<file path="src/rtl/instr_loader.sv">
// instr_loader: program loader that packs opcode/mode/operand beats into 9-bit
// machine words, writes them to consecutive instruction-memory addresses from 0,
// and raises done (or err) once the session finishes.
module instr_loader #(
    parameter int ADDR_W = 8,
    parameter int DEPTH  = 256
) (
    input  logic              clk,
    input  logic              reset_n,
    input  logic              start,
    input  logic              in_valid,
    output logic              in_ready,
    input  logic [3:0]        in_op,
    input  logic              in_mode,
    input  logic [3:0]        in_operand,
    input  logic              in_last,
    output logic              wr_en,
    output logic [ADDR_W-1:0] wr_addr,
    output logic [8:0]        wr_data,
    output logic [ADDR_W:0]   count,
    output logic              done,
    output logic              err
);

    // Opcode map shared with the control decoder; codes 13..15 are unused.
    localparam logic [3:0] OP_NOP = 4'd0;
    localparam logic [3:0] OP_MOV = 4'd1;
    localparam logic [3:0] OP_ADD = 4'd2;
    localparam logic [3:0] OP_SUB = 4'd3;
    localparam logic [3:0] OP_AND = 4'd4;
    localparam logic [3:0] OP_OR  = 4'd5;
    localparam logic [3:0] OP_XOR = 4'd6;
    localparam logic [3:0] OP_SHL = 4'd7;
    localparam logic [3:0] OP_SHR = 4'd8;
    localparam logic [3:0] OP_CMP = 4'd9;
    localparam logic [3:0] OP_JMP = 4'd10;
    localparam logic [3:0] OP_JZ  = 4'd11;
    localparam logic [3:0] OP_HLT = 4'd12;

    // Last usable address and the count value at which counting stops.
    localparam logic [ADDR_W-1:0] LAST_ADDR = ADDR_W'(DEPTH - 1);
    localparam logic [ADDR_W:0]   MAX_COUNT = (ADDR_W + 1)'(DEPTH);

    typedef enum logic [1:0] {
        IDLE = 2'd0,
        LOAD = 2'd1,
        DONE = 2'd2,
        ERR  = 2'd3
    } state_t;

    state_t            state, state_nx;
    logic [ADDR_W-1:0] ptr, ptr_nx;
    logic [ADDR_W:0]   count_nx;
    logic              wr_en_nx;
    logic [ADDR_W-1:0] wr_addr_nx;
    logic [8:0]        wr_data_nx;

    function automatic logic op_legal(input logic [3:0] op);
        case (op)
            OP_NOP, OP_MOV, OP_ADD, OP_SUB, OP_AND, OP_OR, OP_XOR,
            OP_SHL, OP_SHR, OP_CMP, OP_JMP, OP_JZ, OP_HLT: op_legal = 1'b1;
            default:                                       op_legal = 1'b0;
        endcase
    endfunction

    // State, pointer and the registered write port; reset abandons any partial program.
    always_ff @(posedge clk) begin
        if (!reset_n) begin
            state   <= IDLE;
            ptr     <= '0;
            count   <= '0;
            wr_en   <= 1'b0;
            wr_addr <= '0;
            wr_data <= '0;
        end else begin
            state   <= state_nx;
            ptr     <= ptr_nx;
            count   <= count_nx;
            wr_en   <= wr_en_nx;
            wr_addr <= wr_addr_nx;
            wr_data <= wr_data_nx;
        end
    end

    // Next-state logic: accepted legal beats become a write one cycle later, with
    // ptr/count advancing alongside; an illegal opcode or a full memory ends the
    // session in ERR, a last beat ends it in DONE.
    always_comb begin
        state_nx   = state;
        ptr_nx     = ptr;
        count_nx   = count;
        wr_en_nx   = 1'b0;
        wr_addr_nx = '0;
        wr_data_nx = '0;
        in_ready   = 1'b0;
        done       = 1'b0;
        err        = 1'b0;

        case (state)
            IDLE: begin
                if (start) begin
                    state_nx = LOAD;
                    ptr_nx   = '0;
                    count_nx = '0;
                end
            end

            LOAD: begin
                in_ready = 1'b1;
                if (in_valid) begin
                    if (!op_legal(in_op)) begin
                        state_nx = ERR;
                    end else begin
                        wr_en_nx   = 1'b1;
                        wr_addr_nx = ptr;
                        wr_data_nx = {in_op, in_mode, in_operand};
                        ptr_nx     = ptr + 1'b1;
                        if (count != MAX_COUNT) begin
                            count_nx = count + 1'b1;
                        end
                        if (in_last) begin
                            state_nx = DONE;
                        end else if (ptr == LAST_ADDR) begin
                            state_nx = ERR;
                        end
                    end
                end
            end

            DONE: begin
                done = 1'b1;
                if (start) begin
                    state_nx = LOAD;
                    ptr_nx   = '0;
                    count_nx = '0;
                end
            end

            ERR: begin
                err = 1'b1;
                if (start) begin
                    state_nx = LOAD;
                    ptr_nx   = '0;
                    count_nx = '0;
                end
            end

            default: begin
                state_nx = IDLE;
            end
        endcase
    end

endmodule

</file>
<file path="config.mk">
export PLATFORM = sky130hd
export DESIGN_NAME = instr_loader
export DESIGN_NICKNAME = d
export VERILOG_FILES = /design/src/rtl/instr_loader.sv
export SDC_FILE = /design/constraint.sdc
export NUM_CORES = 1
export LEC_CHECK = 0
export ABC_AREA = 1
export CORE_ASPECT_RATIO = 0.8
export CORE_MARGIN = 2
export CORE_UTILIZATION = 52
export CTS_CLUSTER_SIZE = 10
export DETAILED_ROUTE_END_ITERATION = 7
export HOLD_SLACK_MARGIN = 0.15
export PLACE_DENSITY = 0.84
export RECOVER_POWER = 25
export SLEW_MARGIN = 10
export SYNTH_ARGS = -nofsm -noshare
export SYNTH_HDL_FRONTEND = slang
export SYNTH_SLANG_ARGS = --single-unit
</file>
<file path="constraint.sdc">
create_clock -name clk -period 3 [get_ports clk]
set_input_delay 0.45 -clock clk [delete_from_list [all_inputs] [get_ports clk]]
set_output_delay 0.45 -clock clk [all_outputs]
set_load 0.005 [all_outputs]
</file>
==> run metrics, run 1 <==
status=finished, final reports clean; die area=between 3000 and 4000 µm²; clock tree root driver cell=sky130_fd_sc_hd__clkbuf_8; clock tree from TritonCTS=done; area taken by flip-flops and latches=741 µm²; worst flop-to-flop path startpoint=state[0]$_SDFFE_PN0P_; DIE WIDTH=between 60 and 70 µm; routed wire length=between 3000 and 4000 µm; cell area after layout=2250 µm²; number of CTS-inserted buffers=5; detailed placement HPWL=roughly 2700 µm; clock sinks=37; hold violation count in the final report=0; Slowest-stage cell, CP=sky130_fd_sc_hd__clkdlybuf4s50_1; number of buffers inserted to repair setup after CTS=0; post_cts resized=0; share of final-layout standard cells stronger than drive strength 1=under 10%; Worst Hold Endpoint=wr_addr[4]$_SDFF_PN0_; required time reported for the critical path endpoint=~2.6 ns; initial core utilization=a little under three fifths; floorplan row count=18; wire length of the first global-routing pass=6270 µm; residual overflow from global routing=0; pwr dens=447 nW/µm²; Achievable Freq=0.490 GHz; pre-CTS setup slack=about 1.1 ns; Yosys warning count=0; launching element type of the critical path=flop; max-slew violation total from the final report=0; NumNets Final=between 300 and 400; maximum count of clock buffers along a single path=2; CTS Hold Buffers Added=0; final critical-path share of the clock period=between 60% and 70%; number of cells produced by synthesis=243; Max IR drop VDD=roughly 340 µV; slack of the worst reg-to-reg path=around 1.4 ns; largest stage delay on the critical path=approximately 0.56 ns; summed negative setup slack over all endpoints=0 ns; capture point of the worst reg-to-reg path=ptr[6]$_SDFFE_PN0P_; maximum level of the CTS H-tree=2; Multi-input gate area=783 µm²; clock latency on the worst-skew pair=0.29 ns; DR vias=between 1500 and 2000; Area after DPL=between 2000 and 2500 µm²; filler cell count in the final layout=around 280; unrepaired setup endpoints after global routing=false; Final Setup Violations=0; startpoint of the lowest-slack hold path=ptr[4]$_SDFFE_PN0P_; antenna cells=0; Via-to-Cell Ratio=4.86; total chip power=1.01 mW; CP Data Arrival Time=between 1.5 and 2 ns; transition at the pin with the smallest max-transition slack=about 0.4 ns; max capacitance violation total=0; DRC viols=0; min Tclk post-route=~2 ns; Fin Clk Skew=between 0.008 and 0.009 ns; static leakage=about 1 nW; antenna violations before repair=0; pin count of the biggest net entering global routing=20; Top Family by Delay on Critical Path=buffers and inverters; type of the worst min-delay path=flop to flop; flops & latches, synth=37; largest fanout of any net on the critical path=4; number of buffers added on ports=between 40 and 50; cell depth of the worst flop-to-flop path=7; worst slew slack as a fraction of its limit=73.1%; number of optimization iterations in the first detailed-route pass=4; post-synthesis area per instance=between 7 and 8 µm²; die span in y=55.8 µm; sequential share of the synthesized area=42.5%; combined buffer and inverter count along the critical path=2; Clock Pin Slew Worst Setup and Hold Paths=about 0.070 ns; area of the core=around 3200 µm²; Tot GR Track Use=a little over a fifth; count of unique library cells instantiated by Yosys=23; Top-Level Pins=44; Crit Path Category=flop to output pin; final antenna-violating net count=0; vias in the first global route=between 1000 and 1500; type of destination of the critical path=output pin; area delta synth->final=29.1%; Min-Delay Path Depth=2; Placer Congestion=roughly 0.86; routed length per instance=roughly 11 µm; nets in the synthesized netlist=between 200 and 300; setup ws final=0.959 ns; ordered list of cells on the worst path=inv_1, nor2_1, clkdlybuf4s50_1; Syn Std Cell Area=approximately 1700 µm²; number of DRC markers in iteration 0=approximately 110
sequential cells by signal, indices dropped and copies added (netlist names):
signal and cells:
ptr 8, state 2, count 9, wr_data 9, wr_en 1, wr_addr 8
power by group:
part	total (mW)	internal [mW]	switching, mW
clock network	0.345	0.182	0.163
logic	0.147	0.0625	0.0842
registers	0.514	0.503	0.0114
worst reg2reg max path, delay by kind of cell (launching register included):
family / cells / cell delay [ns]
AOI/OAI and AO/OA: 1 / 0.19
DFF: 1 / 0.42
and+or+nand+nor: 6 / 0.91
placed cells by master (no fill, tap or decap), types with 2 or more instances in the layout:
cell type / Yosys / final
sky130_fd_sc_hd__nand4_1: 5 / 5
sky130_fd_sc_hd__clkbuf_8: 0 / 6
sky130_fd_sc_hd__inv_2: 2 / 2
sky130_fd_sc_hd__nand3_2: 2 / 2
sky130_fd_sc_hd__nand2_4: 4 / 3
sky130_fd_sc_hd__inv_1: 40 / 40
sky130_fd_sc_hd__o21ai_0: 4 / 4
sky130_fd_sc_hd__nand2_8: 2 / 2
sky130_fd_sc_hd__dlygate4sd3_1: 0 / 14
sky130_fd_sc_hd__a21oi_1: 11 / 11
sky130_fd_sc_hd__dfxtp_1: 37 / 37
sky130_fd_sc_hd__nor3_1: 3 / 3
sky130_fd_sc_hd__nand2_1: 53 / 54
sky130_fd_sc_hd__nand3_1: 18 / 18
sky130_fd_sc_hd__nor2_4: 2 / 2
sky130_fd_sc_hd__clkdlybuf4s50_1: 0 / 29
sky130_fd_sc_hd__ha_1: 3 / 3
sky130_fd_sc_hd__nor2_1: 47 / 47
cell usage after synthesis:
cell	count	area share (%)
sky130_fd_sc_hd__nand2_8	2	2.3
sky130_fd_sc_hd__nand4_1	5	1.8
sky130_fd_sc_hd__inv_1	40	8.6
sky130_fd_sc_hd__o21ai_1	1	0.29
sky130_fd_sc_hd__nand3b_1	1	0.43
sky130_fd_sc_hd__nor3_2	1	0.57
sky130_fd_sc_hd__ha_1	3	2.2
sky130_fd_sc_hd__nand3_2	2	1.1
sky130_fd_sc_hd__nand2_4	4	2.6
sky130_fd_sc_hd__buf_12	1	1.1
sky130_fd_sc_hd__inv_2	2	0.43
sky130_fd_sc_hd__a21oi_2	1	0.50
sky130_fd_sc_hd__nor3_1	3	0.86
sky130_fd_sc_hd__dfxtp_1	37	43
sky130_fd_sc_hd__a21oi_1	11	3.2
sky130_fd_sc_hd__nor2_1	47	10
sky130_fd_sc_hd__buf_2	2	0.57
sky130_fd_sc_hd__buf_6	2	1.3
sky130_fd_sc_hd__nand2_1	53	11
sky130_fd_sc_hd__a21boi_1	1	0.43
sky130_fd_sc_hd__nor2_4	2	1.3
sky130_fd_sc_hd__nand3_1	18	5.2
sky130_fd_sc_hd__o21ai_0	4	1.1
stage by stage:
stage / hold slack (ns) / cells / util [%]
after global routing: 0.461 / 328 / 71.3
after floorplan: 0.421 / 243 / -
after global placement: 0.433 / 321 / 68.8
after CTS: 0.445 / 328 / 71.5
final: 0.444 / 328 / 71.3
after detailed placement: 0.435 / 321 / 68.8
layer usage:
layer	vias to the layer above	track usage, %	share of wire [%]
li1	831	-	-
met1	715	30.3	47
met2	43	31.3	46
met3	6	5.26	5.7
met4	0	9.52	1.4
met5	-	0	0
logic make-up after synthesis:
logic type | after synthesis | synth area share, %
and+or+nand+nor | 138 | 37.7
buffers and inverters | 47 | 12.1
DFF | 37 | 42.5
AOI/OAI and AO/OA | 18 | 5.53
adders and majority gates | 3 | 2.16
how the worst max path moves through the flow:
stage / start / to / slack [ns] / cells after the start
final: state[0]$_SDFFE_PN0P_ / in_ready / 0.96 / 3
after global routing: state[0]$_SDFFE_PN0P_ / in_ready / 0.88 / 3
after CTS: state[0]$_SDFFE_PN0P_ / in_ready / 0.97 / 3
after detailed placement: reset_n / ptr[2]$_SDFFE_PN0P_ / 1.06 / 5
after global placement: reset_n / ptr[2]$_SDFFE_PN0P_ / 1.15 / 5
after floorplan: count[0]$_SDFFE_PN0P_ / count[0]$_SDFFE_PN0P_ / 1.72 / 8
cell type report:
cell class	count	area share, %
multi-input combinational	159	34.8
sequential	37	32.9
timing repair buffer	43	19.1
inverter	42	7.01
clock buffer	7	3.84
tap	40	2.23
(Power assumes the default switching activity.)
==> inputs of run 2 (changes only) <==
--- a/config.mk
+++ b/config.mk
@@ -8,11 +8,11 @@
 export ABC_AREA = 1
 export CORE_ASPECT_RATIO = 0.8
 export CORE_MARGIN = 2
-export CORE_UTILIZATION = 52
+export CORE_UTILIZATION = 48
 export CTS_CLUSTER_SIZE = 10
 export DETAILED_ROUTE_END_ITERATION = 7
 export HOLD_SLACK_MARGIN = 0.15
-export PLACE_DENSITY = 0.84
+export PLACE_DENSITY = 0.78
 export RECOVER_POWER = 25
 export SLEW_MARGIN = 10
 export SYNTH_ARGS = -nofsm -noshare
==> constraint.sdc (replaced) <==
create_clock -name clk -period 1.9 [get_ports clk]
set_input_delay 0.285 -clock clk [delete_from_list [all_inputs] [get_ports clk]]
set_output_delay 0.285 -clock clk [all_outputs]
set_load 0.005 [all_outputs]
==> run 2 against run 1 <==
  * Critical path depth is the same
  * Sequential power grew 58%
  * Wire length shrank 4.1%
  * Largest power group unchanged
==> run metrics, run 2 (same netlist as run 1, synthesis figures left out) <==
CTS Hold Buffers Added=0; Top-Level Pins=44; Fin Clk Skew=between 0.005 and 0.006 ns; summed negative setup slack over all endpoints=0 ns; max layer used=met4; Internal Power=~1.4 mW; DIE WIDTH=71.3 µm; Crit Path Category=flop to output pin; Area after DPL=2190 µm²; number of CTS-inserted buffers=5; area delta synth->final=32.5%; commonest cells after routing, fill and taps aside=sky130_fd_sc_hd__nand2_1 (53), sky130_fd_sc_hd__nor2_1 (47), sky130_fd_sc_hd__inv_1 (40); min Tclk post-route=approximately 1.8 ns; maximum level of the CTS H-tree=2; vias in the first global route=around 1400; transition at the pin with the smallest max-transition slack=approximately 0.43 ns; detailed placement HPWL=between 2000 and 3000 µm; DRC viols=0; clock sinks=37; largest registers in the final layout=count (9), wr_data (9); Placer Congestion=around 0.8; routed length per instance=10.8 µm; share of final-layout standard cells stronger than drive strength 1=a little under 8%; number of optimization iterations in the first detailed-route pass=4; largest fanout of any net on the critical path=4; number of DRC markers in iteration 0=44; Max IR drop VDD=approximately 760 µV; wire length of the first global-routing pass=6070 µm; final antenna-violating net count=0; register share of total power=between 40% and 50%; routed metal-1 wire length=1710 µm; pwr dens=792 nW/µm²; worst slew slack as a fraction of its limit=~70%; routed wire length=3590 µm; most common cell after layout, fill and taps aside=sky130_fd_sc_hd__nand2_1; Achievable Freq=around 0.57 GHz; clock tree from TritonCTS=done; type of the worst min-delay path=flop to flop; Tot GR Track Use=a little under a fifth; Final Setup Violations=0; NumNets Final=roughly 300; Clk network pwr share=a little over two fifths; DR vias=1606; die span in y=slightly below 60 µm; switching power as a share of total power=22.5%; total chip power=around 1.8 mW; filler cell count in the final layout=285; number of buffers added on ports=43; Clock Pin Slew Worst Setup and Hold Paths=0.07 ns; clock latency on the worst-skew pair=~0.28 ns; type of destination of the critical path=output pin; Via-to-Cell Ratio=roughly 4.8; maximum count of clock buffers along a single path=2; net switching component of the power=~410 µW; pin count of the biggest net entering global routing=20; area of the core=3450 µm²; final critical-path share of the clock period=between 90% and 100%; routed wl met2=about 1600 µm; status=finished, final reports clean; relative contribution of combinational cells to total power=roughly 13%; clock tree root driver cell=sky130_fd_sc_hd__clkbuf_8; Met3 Wirelength=189 µm; static leakage=~1.0 nW; residual overflow from global routing=0; CP Data Arrival Time=between 1 and 1.5 ns; initial core utilization=approximately half; unrepaired setup endpoints after global routing=false; hold violation count in the final report=0; antenna cells=0; cell area after layout=2310 µm²; required time reported for the critical path endpoint=between 1.5 and 2 ns; antenna violations before repair=0; max capacitance violation total=0; die area=about 4100 µm²; floorplan row count=19; max-slew violation total from the final report=0; launching element type of the critical path=flop
run 2: power groups by stage:
| stage | clock [mW] | sequential [mW] | combinational [mW] |
|---|---|---|---|
| floorplan | 0 | 0.828 | 0.163 |
| global placement | 0 | 0.829 | 0.231 |
| detailed placement | 0 | 0.829 | 0.236 |
| CTS | 0.795 | 0.812 | 0.237 |
| global route | 0.831 | 0.815 | 0.258 |
| finish | 0.785 | 0.812 | 0.231 |
run 2: final timing paths:
check,from,to,slack (ns),cells after the start
min reg2reg,ptr[4]$_SDFFE_PN0P_,wr_addr[4]$_SDFF_PN0_,0.45,2
max reg2reg,state[0]$_SDFFE_PN0P_,count[0]$_SDFFE_PN0P_,0.29,7
min,ptr[4]$_SDFFE_PN0P_,wr_addr[4]$_SDFF_PN0_,0.45,2
max,state[0]$_SDFFE_PN0P_,in_ready,0.13,3
run 2: layout make-up:
cell class / count / area (µm²) / area share, %
timing repair buffer: 45 / 443 / 19.2
sequential: 37 / 741 / 32.1
inverter: 42 / 158 / 6.83
multi-input combinational: 159 / 781 / 33.8
clock inverter: 3 / 65.1 / 2.82
tap: 42 / 52.6 / 2.28
clock buffer: 5 / 68.8 / 2.98
run 2: per-layer routing:
layer | vias up | GRT usage, %
li1 | 841 | -
met1 | 714 | 23.8
met2 | 42 | 31.0
met3 | 9 | 4.35
met4 | 0 | 7.55
met5 | - | 0
run 2: per-stage QoR:
stage               hold slack (ns)  setup WS (ns)  instances  util (%)
finish                        0.453          0.131        333      67.0
floorplan                     0.397          0.616        243         -
global route                  0.490         0.0661        333      67.0
detailed placement            0.439          0.220        325      63.4
CTS                           0.454         0.0404        333      67.3
global placement              0.435          0.213        325      63.4
run 2: critical path, cell delays in order (launching register included):
cell	delay, ns
sky130_fd_sc_hd__dfxtp_1	0.41
sky130_fd_sc_hd__inv_1	0.09
sky130_fd_sc_hd__nor2_2	0.17
sky130_fd_sc_hd__clkdlybuf4s50_1	0.53
run 2: repair_timing:
| item | in CTS | in global routing |
|---|---|---|
| setup endpoints to repair | 0 | 1 |
| setup buffers | 0 | 0 |
| resized for setup | 0 | 1 |
==> inputs of run 3 (changes only) <==
--- a/config.mk
+++ b/config.mk
@@ -18,3 +18,4 @@
 export SYNTH_ARGS = -nofsm -noshare
 export SYNTH_HDL_FRONTEND = slang
 export SYNTH_SLANG_ARGS = --single-unit
+export TNS_END_PERCENT = 50
==> results of run 3 <==
No change in the layout: final DEF, timing and power equal those of run 2.
